==> src/rtl/bus_arbiter_pkg.sv <==
// Shared definitions for the 4-master round-robin bus arbiter.
// Request/grant signals are active-low; owner indices are 2 bits wide.
package bus_arbiter_pkg;

    localparam logic ENABLE_  = 1'b0;
    localparam logic DISABLE_ = 1'b1;

    localparam int NUM_MASTERS = 4;
    localparam int BUS_OWNER_W = 2;

    typedef logic [BUS_OWNER_W-1:0] owner_t;

    localparam owner_t BUS_OWNER_MASTER_0 = 2'd0;
    localparam owner_t BUS_OWNER_MASTER_1 = 2'd1;
    localparam owner_t BUS_OWNER_MASTER_2 = 2'd2;
    localparam owner_t BUS_OWNER_MASTER_3 = 2'd3;

    // One-hot (active-high) mask selecting a single master.
    function automatic logic [NUM_MASTERS-1:0] owner_onehot(input owner_t o);
        return 4'b0001 << o;
    endfunction

endpackage

==> src/rtl/bus_arbiter_if.sv <==
// Request/grant bundle between the masters and the arbiter.
// master: seen from a requester; slave: seen from the arbiter.
interface bus_arbiter_if;
    import bus_arbiter_pkg::*;

    logic   m0_req_, m1_req_, m2_req_, m3_req_;
    logic   m0_grnt_, m1_grnt_, m2_grnt_, m3_grnt_;
    owner_t bus_owner;

    modport master (
        output m0_req_, m1_req_, m2_req_, m3_req_,
        input  m0_grnt_, m1_grnt_, m2_grnt_, m3_grnt_, bus_owner
    );

    modport slave (
        input  m0_req_, m1_req_, m2_req_, m3_req_,
        output m0_grnt_, m1_grnt_, m2_grnt_, m3_grnt_, bus_owner
    );

endinterface

==> src/rtl/bus_arb_rr_pick.sv <==
// Combinational round-robin search: first active request in the order
// owner+1, owner+2, owner+3, then the owner itself last.
module bus_arb_rr_pick
    import bus_arbiter_pkg::*;
(
    input  owner_t                 owner_i,
    input  logic [NUM_MASTERS-1:0] req_i,     // active-high
    output owner_t                 next_o,
    output logic                   vld_o
);

    // Walk from farthest (the owner itself) to nearest so the nearest wins.
    always_comb begin
        next_o = owner_i;
        vld_o  = 1'b0;
        for (int i = NUM_MASTERS; i >= 1; i--) begin
            if (req_i[owner_i + owner_t'(i)]) begin
                next_o = owner_i + owner_t'(i);
                vld_o  = 1'b1;
            end
        end
    end

endmodule

==> src/rtl/bus_arbiter.sv <==
// Four-master round-robin bus arbiter with registered active-low grants.
// The owner keeps the bus while requesting; on release the grant moves to
// the next requester in rotation, or parks on the owner when idle.
// Optional hold-timeout watchdog: define BUS_ARB_TIMEOUT_EN.
module bus_arbiter
    import bus_arbiter_pkg::*;
#(
    parameter int TIMEOUT_CYCLES = 16
) (
    input  logic          clk,
    input  logic          reset,
    bus_arbiter_if.slave  bus
);

    logic [NUM_MASTERS-1:0] req_act;
    owner_t                 owner_q, owner_d;
    logic [NUM_MASTERS-1:0] grnt_q, grnt_d;
    owner_t                 pick_owner;
    logic                   pick_vld;
    logic                   own_req;
    logic                   force_ho;

    if (TIMEOUT_CYCLES < 1) begin : g_bad_cfg
        $error("bus_arbiter: TIMEOUT_CYCLES must be >= 1");
    end

    assign req_act = {bus.m3_req_ == ENABLE_, bus.m2_req_ == ENABLE_,
                      bus.m1_req_ == ENABLE_, bus.m0_req_ == ENABLE_};
    assign own_req = req_act[owner_q];

    bus_arb_rr_pick u_pick (
        .owner_i (owner_q),
        .req_i   (req_act),
        .next_o  (pick_owner),
        .vld_o   (pick_vld)
    );

`ifdef BUS_ARB_TIMEOUT_EN
    localparam int CNT_W = (TIMEOUT_CYCLES > 1) ? $clog2(TIMEOUT_CYCLES) : 1;

    logic             competing;
    logic             contended;
    logic [CNT_W-1:0] cnt_q, cnt_d;

    assign competing = |(req_act & ~owner_onehot(owner_q));
    assign contended = own_req && competing;
    assign force_ho  = contended && (cnt_q == CNT_W'(TIMEOUT_CYCLES - 1));

    // Hold counter: runs only while the owner is being contended, clears on
    // any ownership change (which also covers the forced handover).
    always_comb begin
        cnt_d = cnt_q + 1'b1;
        if ((owner_d != owner_q) || !contended)
            cnt_d = '0;
    end

    // Hold counter register.
    always_ff @(posedge clk) begin
        if (reset) cnt_q <= '0;
        else       cnt_q <= cnt_d;
    end
`else
    assign force_ho = 1'b0;
`endif

    // Next owner: hand over on release (or watchdog), otherwise keep/park.
    always_comb begin
        owner_d = owner_q;
        if ((!own_req || force_ho) && pick_vld)
            owner_d = pick_owner;
        grnt_d = ~owner_onehot(owner_d);
    end

    // Owner and grant registers; reset wins over any handover.
    always_ff @(posedge clk) begin
        if (reset) begin
            owner_q <= BUS_OWNER_MASTER_0;
            grnt_q  <= ~owner_onehot(BUS_OWNER_MASTER_0);
        end else begin
            owner_q <= owner_d;
            grnt_q  <= grnt_d;
        end
    end

    assign bus.bus_owner = owner_q;
    assign bus.m0_grnt_  = grnt_q[0];
    assign bus.m1_grnt_  = grnt_q[1];
    assign bus.m2_grnt_  = grnt_q[2];
    assign bus.m3_grnt_  = grnt_q[3];

endmodule

==> src/flat_wrapper.sv <==
// flat-port wrapper written by rule: the top's interface ports become plain ports
module bus_arbiter_flat import bus_arbiter_pkg::*;
#(
    parameter int TIMEOUT_CYCLES = 16
)
  (clk, reset, bus_m0_req_, bus_m1_req_, bus_m2_req_, bus_m3_req_, bus_m0_grnt_, bus_m1_grnt_, bus_m2_grnt_, bus_m3_grnt_, bus_bus_owner);
  bus_arbiter_if bus_i ();
  input  logic clk;
  input  logic reset;
  input wire logic [$bits(bus_i.m0_req_)-1:0] bus_m0_req_;
  input wire logic [$bits(bus_i.m1_req_)-1:0] bus_m1_req_;
  input wire logic [$bits(bus_i.m2_req_)-1:0] bus_m2_req_;
  input wire logic [$bits(bus_i.m3_req_)-1:0] bus_m3_req_;
  output wire logic [$bits(bus_i.m0_grnt_)-1:0] bus_m0_grnt_;
  output wire logic [$bits(bus_i.m1_grnt_)-1:0] bus_m1_grnt_;
  output wire logic [$bits(bus_i.m2_grnt_)-1:0] bus_m2_grnt_;
  output wire logic [$bits(bus_i.m3_grnt_)-1:0] bus_m3_grnt_;
  output wire logic [$bits(bus_i.bus_owner)-1:0] bus_bus_owner;
  assign bus_i.m0_req_ = bus_m0_req_;
  assign bus_i.m1_req_ = bus_m1_req_;
  assign bus_i.m2_req_ = bus_m2_req_;
  assign bus_i.m3_req_ = bus_m3_req_;
  assign bus_m0_grnt_ = bus_i.m0_grnt_;
  assign bus_m1_grnt_ = bus_i.m1_grnt_;
  assign bus_m2_grnt_ = bus_i.m2_grnt_;
  assign bus_m3_grnt_ = bus_i.m3_grnt_;
  assign bus_bus_owner = bus_i.bus_owner;
  bus_arbiter #(.TIMEOUT_CYCLES(TIMEOUT_CYCLES)) u_core (.clk(clk), .reset(reset), .bus(bus_i));
endmodule
==> config.mk <==
export PLATFORM = sky130hd
export DESIGN_NAME = bus_arbiter_flat
export DESIGN_NICKNAME = d
export VERILOG_FILES = /design/src/rtl/bus_arbiter_pkg.sv /design/src/rtl/bus_arbiter_if.sv /design/src/rtl/bus_arb_rr_pick.sv /design/src/rtl/bus_arbiter.sv /design/src/flat_wrapper.sv
export SDC_FILE = /design/constraint.sdc
export NUM_CORES = 1
export LEC_CHECK = 0
export BUFFER_PORTS_ARGS = -buffer_cell sky130_fd_sc_hd__buf_2
export CAP_MARGIN = 20
export CORE_AREA = 2 2 39 41
export CTS_BUF_LIST = sky130_fd_sc_hd__clkbuf_4 sky130_fd_sc_hd__clkbuf_8
export DETAILED_ROUTE_END_ITERATION = 10
export DIE_AREA = 0 0 41 43
export GPL_TIMING_DRIVEN = 0
export PLACE_DENSITY_LB_ADDON = 0.12
export SYNTH_ARGS = -nofsm -noshare
export SYNTH_HDL_FRONTEND = slang
export SYNTH_SLANG_ARGS = --single-unit
==> constraint.sdc <==
create_clock -name clk -period 1.6 [get_ports clk]
set_clock_uncertainty 0.1 [all_clocks]
set_input_delay 0.16 -clock clk [delete_from_list [all_inputs] [get_ports clk]]
set_output_delay 0.16 -clock clk [all_outputs]
set_load 0.02 [all_outputs]
==> flow_summary.toml <==
[sta]
tns_ps = 0
finalHoldViolCount = 0
slew_viol_final = 0
finalSetupViolations = 0
holdWs_ps = 31.0
period_share_pct = 95.4
post-route-min-period_ps = 1530
fmaxAchievable_ghz = 0.655
relSlewSlack_pct = 89.5
worst_slew_pin_slew_ps = 157

[setup_path]
cp.arrival_ps = 1550
crit_path_start_kind = "flip-flop"
critPathTopFamily = "simple AND/OR/NAND/NOR gates"
slowest_stage = "a221o_2"
cp_data_required_time_ps = 1620
cpPeakStageDelay_ps = 390
critPathMaxFanout = 7
path_cells = "nor2b_1, o2bb2ai_1, a221o_2, or3b_1"
crit_type = "flip-flop to flip-flop"
end_kind = "flip-flop"
worst-path-buf-inv = 0

[synthesis]
synth.yosys.seq_area_share_pct = 50.8
synth_cell_types = 14
yosysTopAreaCell = "dfxtp_1"
syn-num-nets = 32
ys_warn_count = 0
netlist_instances = 26
synth-seq-cells = 6
netlist_area_sq_um = 236
synth_top_area_share_pct = 50.8
synth_area_leaders = "dfxtp_1 (51%), or3b_1 (7.4%), nand2_1 (6.3%)"
avgSynthCellArea_sq_um = 9.10

[detailed_routing]
viasPerCell = 4.21
drt-initial-drc-count = 4
ant_nets = 0
vias = 240
drt-total-wl_microns = 531
drc_errors = 0
drt-pass1-iter-count = 4
wl_per_cell_microns = 9.32

[power_and_ir_drop]
ir_drop_mv = 0.435
combPwrFrac_pct = 19.5
p_per_area_nw_per_um2 = 1100
netSwitchingFraction_pct = 26.3
fin_total_pwr_uw = 380
p_sw_uw = 99.7
p_int_uw = 280
p_seq_share_pct = 45.0
p_leak_uw = 0.000150
power_frac_clock_pct = 35.5

[floorplan]
die_h_microns = 43
core_sq_um = 1380
ios = 12
rows = 14
die-area_sq_um = 1760
start_util_pct = 17.1
die_w_microns = 41

[cts]
cts-buffers-inserted = 3
cts_hold_buf = 0
clk_pin_slew_ps = 40
clock_path_buffers = 2
clock-sinks = 6
root_buffer = "clkbuf_4"
h-tree-depth = 1
cts_tree = "done"
clk_latency_ps = 240

[grt]
overflow = 0
antenna_found_initial = 0
grt_use_total_pct = 7.24
first_global_vias = 186
grt_pass1_wl_microns = 738
grt_start_max_net_pins = 8

[placement]
gp_congestion = 0.519
numPortBuffers = 11
dp_hpwl_microns = 400

[finish]
final_util_pct = 25.0
drive_gt1_share_pct = 43.9
area_growth_pct = 46.6
regArea_sq_um = 125
nFillCells = 155
multiInputGateArea_sq_um = 113
final_cell_mix = "buf_2 (11), nand2_1 (4), dfxtp_1 (4)"
fin_nets = 49
n_antenna_cell = 0
final_common_cell = "buf_2"

[worst_hold_path]
hp-class = "input pin to flip-flop"

[outcome]
status = "finished clean"

[run]
max-cap-violations = 0
-- path summary, 6_finish.rpt --
kind	start	to	slack, ps	cells past startpoint
setup / recovery	u_core.bus.bus_owner[1]	u_core.grnt_q[1]	70	4
hold / removal	reset	u_core.bus.bus_owner[0]	30	2
setup reg to reg	u_core.bus.bus_owner[1]	u_core.grnt_q[1]	70	4
hold reg to reg	u_core.bus.bus_owner[1]	u_core.grnt_q[3]	590	2
-- cell type report --
cell class | instances | share of cell area (%)
multi-input combinational | 19 | 32.5
clock buffer | 3 | 6.50
inverter | 1 | 1.08
sequential | 6 | 36.1
timing repair buffer | 12 | 18.1
tap | 16 | 5.78
-- sequential cells by signal, indices dropped and copies added, names as in the netlist --
register / flops
u_core.grnt_q: 4
u_core.bus.bus_owner: 2
-- power by group through the flow --
stage	registers, uW	logic, uW	clock network (uW)
after floorplan	188	27.0	0
after global placement	173	69.6	0
after detailed placement	174	70.0	0
after CTS	171	70.3	145
after global routing	172	82.0	152
final	171	74.1	135
-- Yosys cell counts --
cell and n:
a21oi_1 1, nor3_1 1, nor2b_1 1, or3_1 1, a221o_2 1, nand2_1 4, nor2_1 2, or3b_1 2
o21ai_0 2, dfxtp_1 6, inv_1 1, o21a_1 1, o2bb2ai_1 1, o22ai_1 2
-- per-stage QoR --
step	setup slack, ps	cell area [sq um]	std cells
2_1_floorplan	17.6	239	26
3_3_place_gp	37.9	314	53
3_5_place_dp	24.8	314	53
4_1_cts	14.4	337	56
5_1_grt	-0.741	347	57
6_report	73.1	347	57
-- metal layers --
| metal | GRT usage [%] | vias to the layer above | share of wire (%) |
|---|---|---|---|
| met5 | 0 | - | 0 |
| met4 | 10.0 | 0 | 2.1 |
| met3 | 5.24 | 2 | 12 |
| met2 | 7.19 | 11 | 42 |
| met1 | 7.74 | 101 | 44 |
| li1 | - | 126 | - |
-- worst reg2reg max path, cell delays in order (launching register included) --
cell and delay (ps):
dfxtp_4 370, nor2b_1 130, o2bb2ai_1 80, a221o_2 390, or3b_1 350
-- logic make-up after synthesis --
kind of cell / after synthesis / share of synthesized area (%)
DFF: 6 / 50.8
AOI/OAI and AO/OA: 8 / 23.3
and+or+nand+nor: 11 / 24.3
buffers and inverters: 1 / 1.59
-- timing repair --
action                                 in CTS  in global routing
gates resized for setup                     0                  1
buffers inserted                            0                  1
setup endpoints to repair                   0                  2
endpoints found under the hold margin       0                  0
Note: power is estimated with default switching activity, not from simulation.
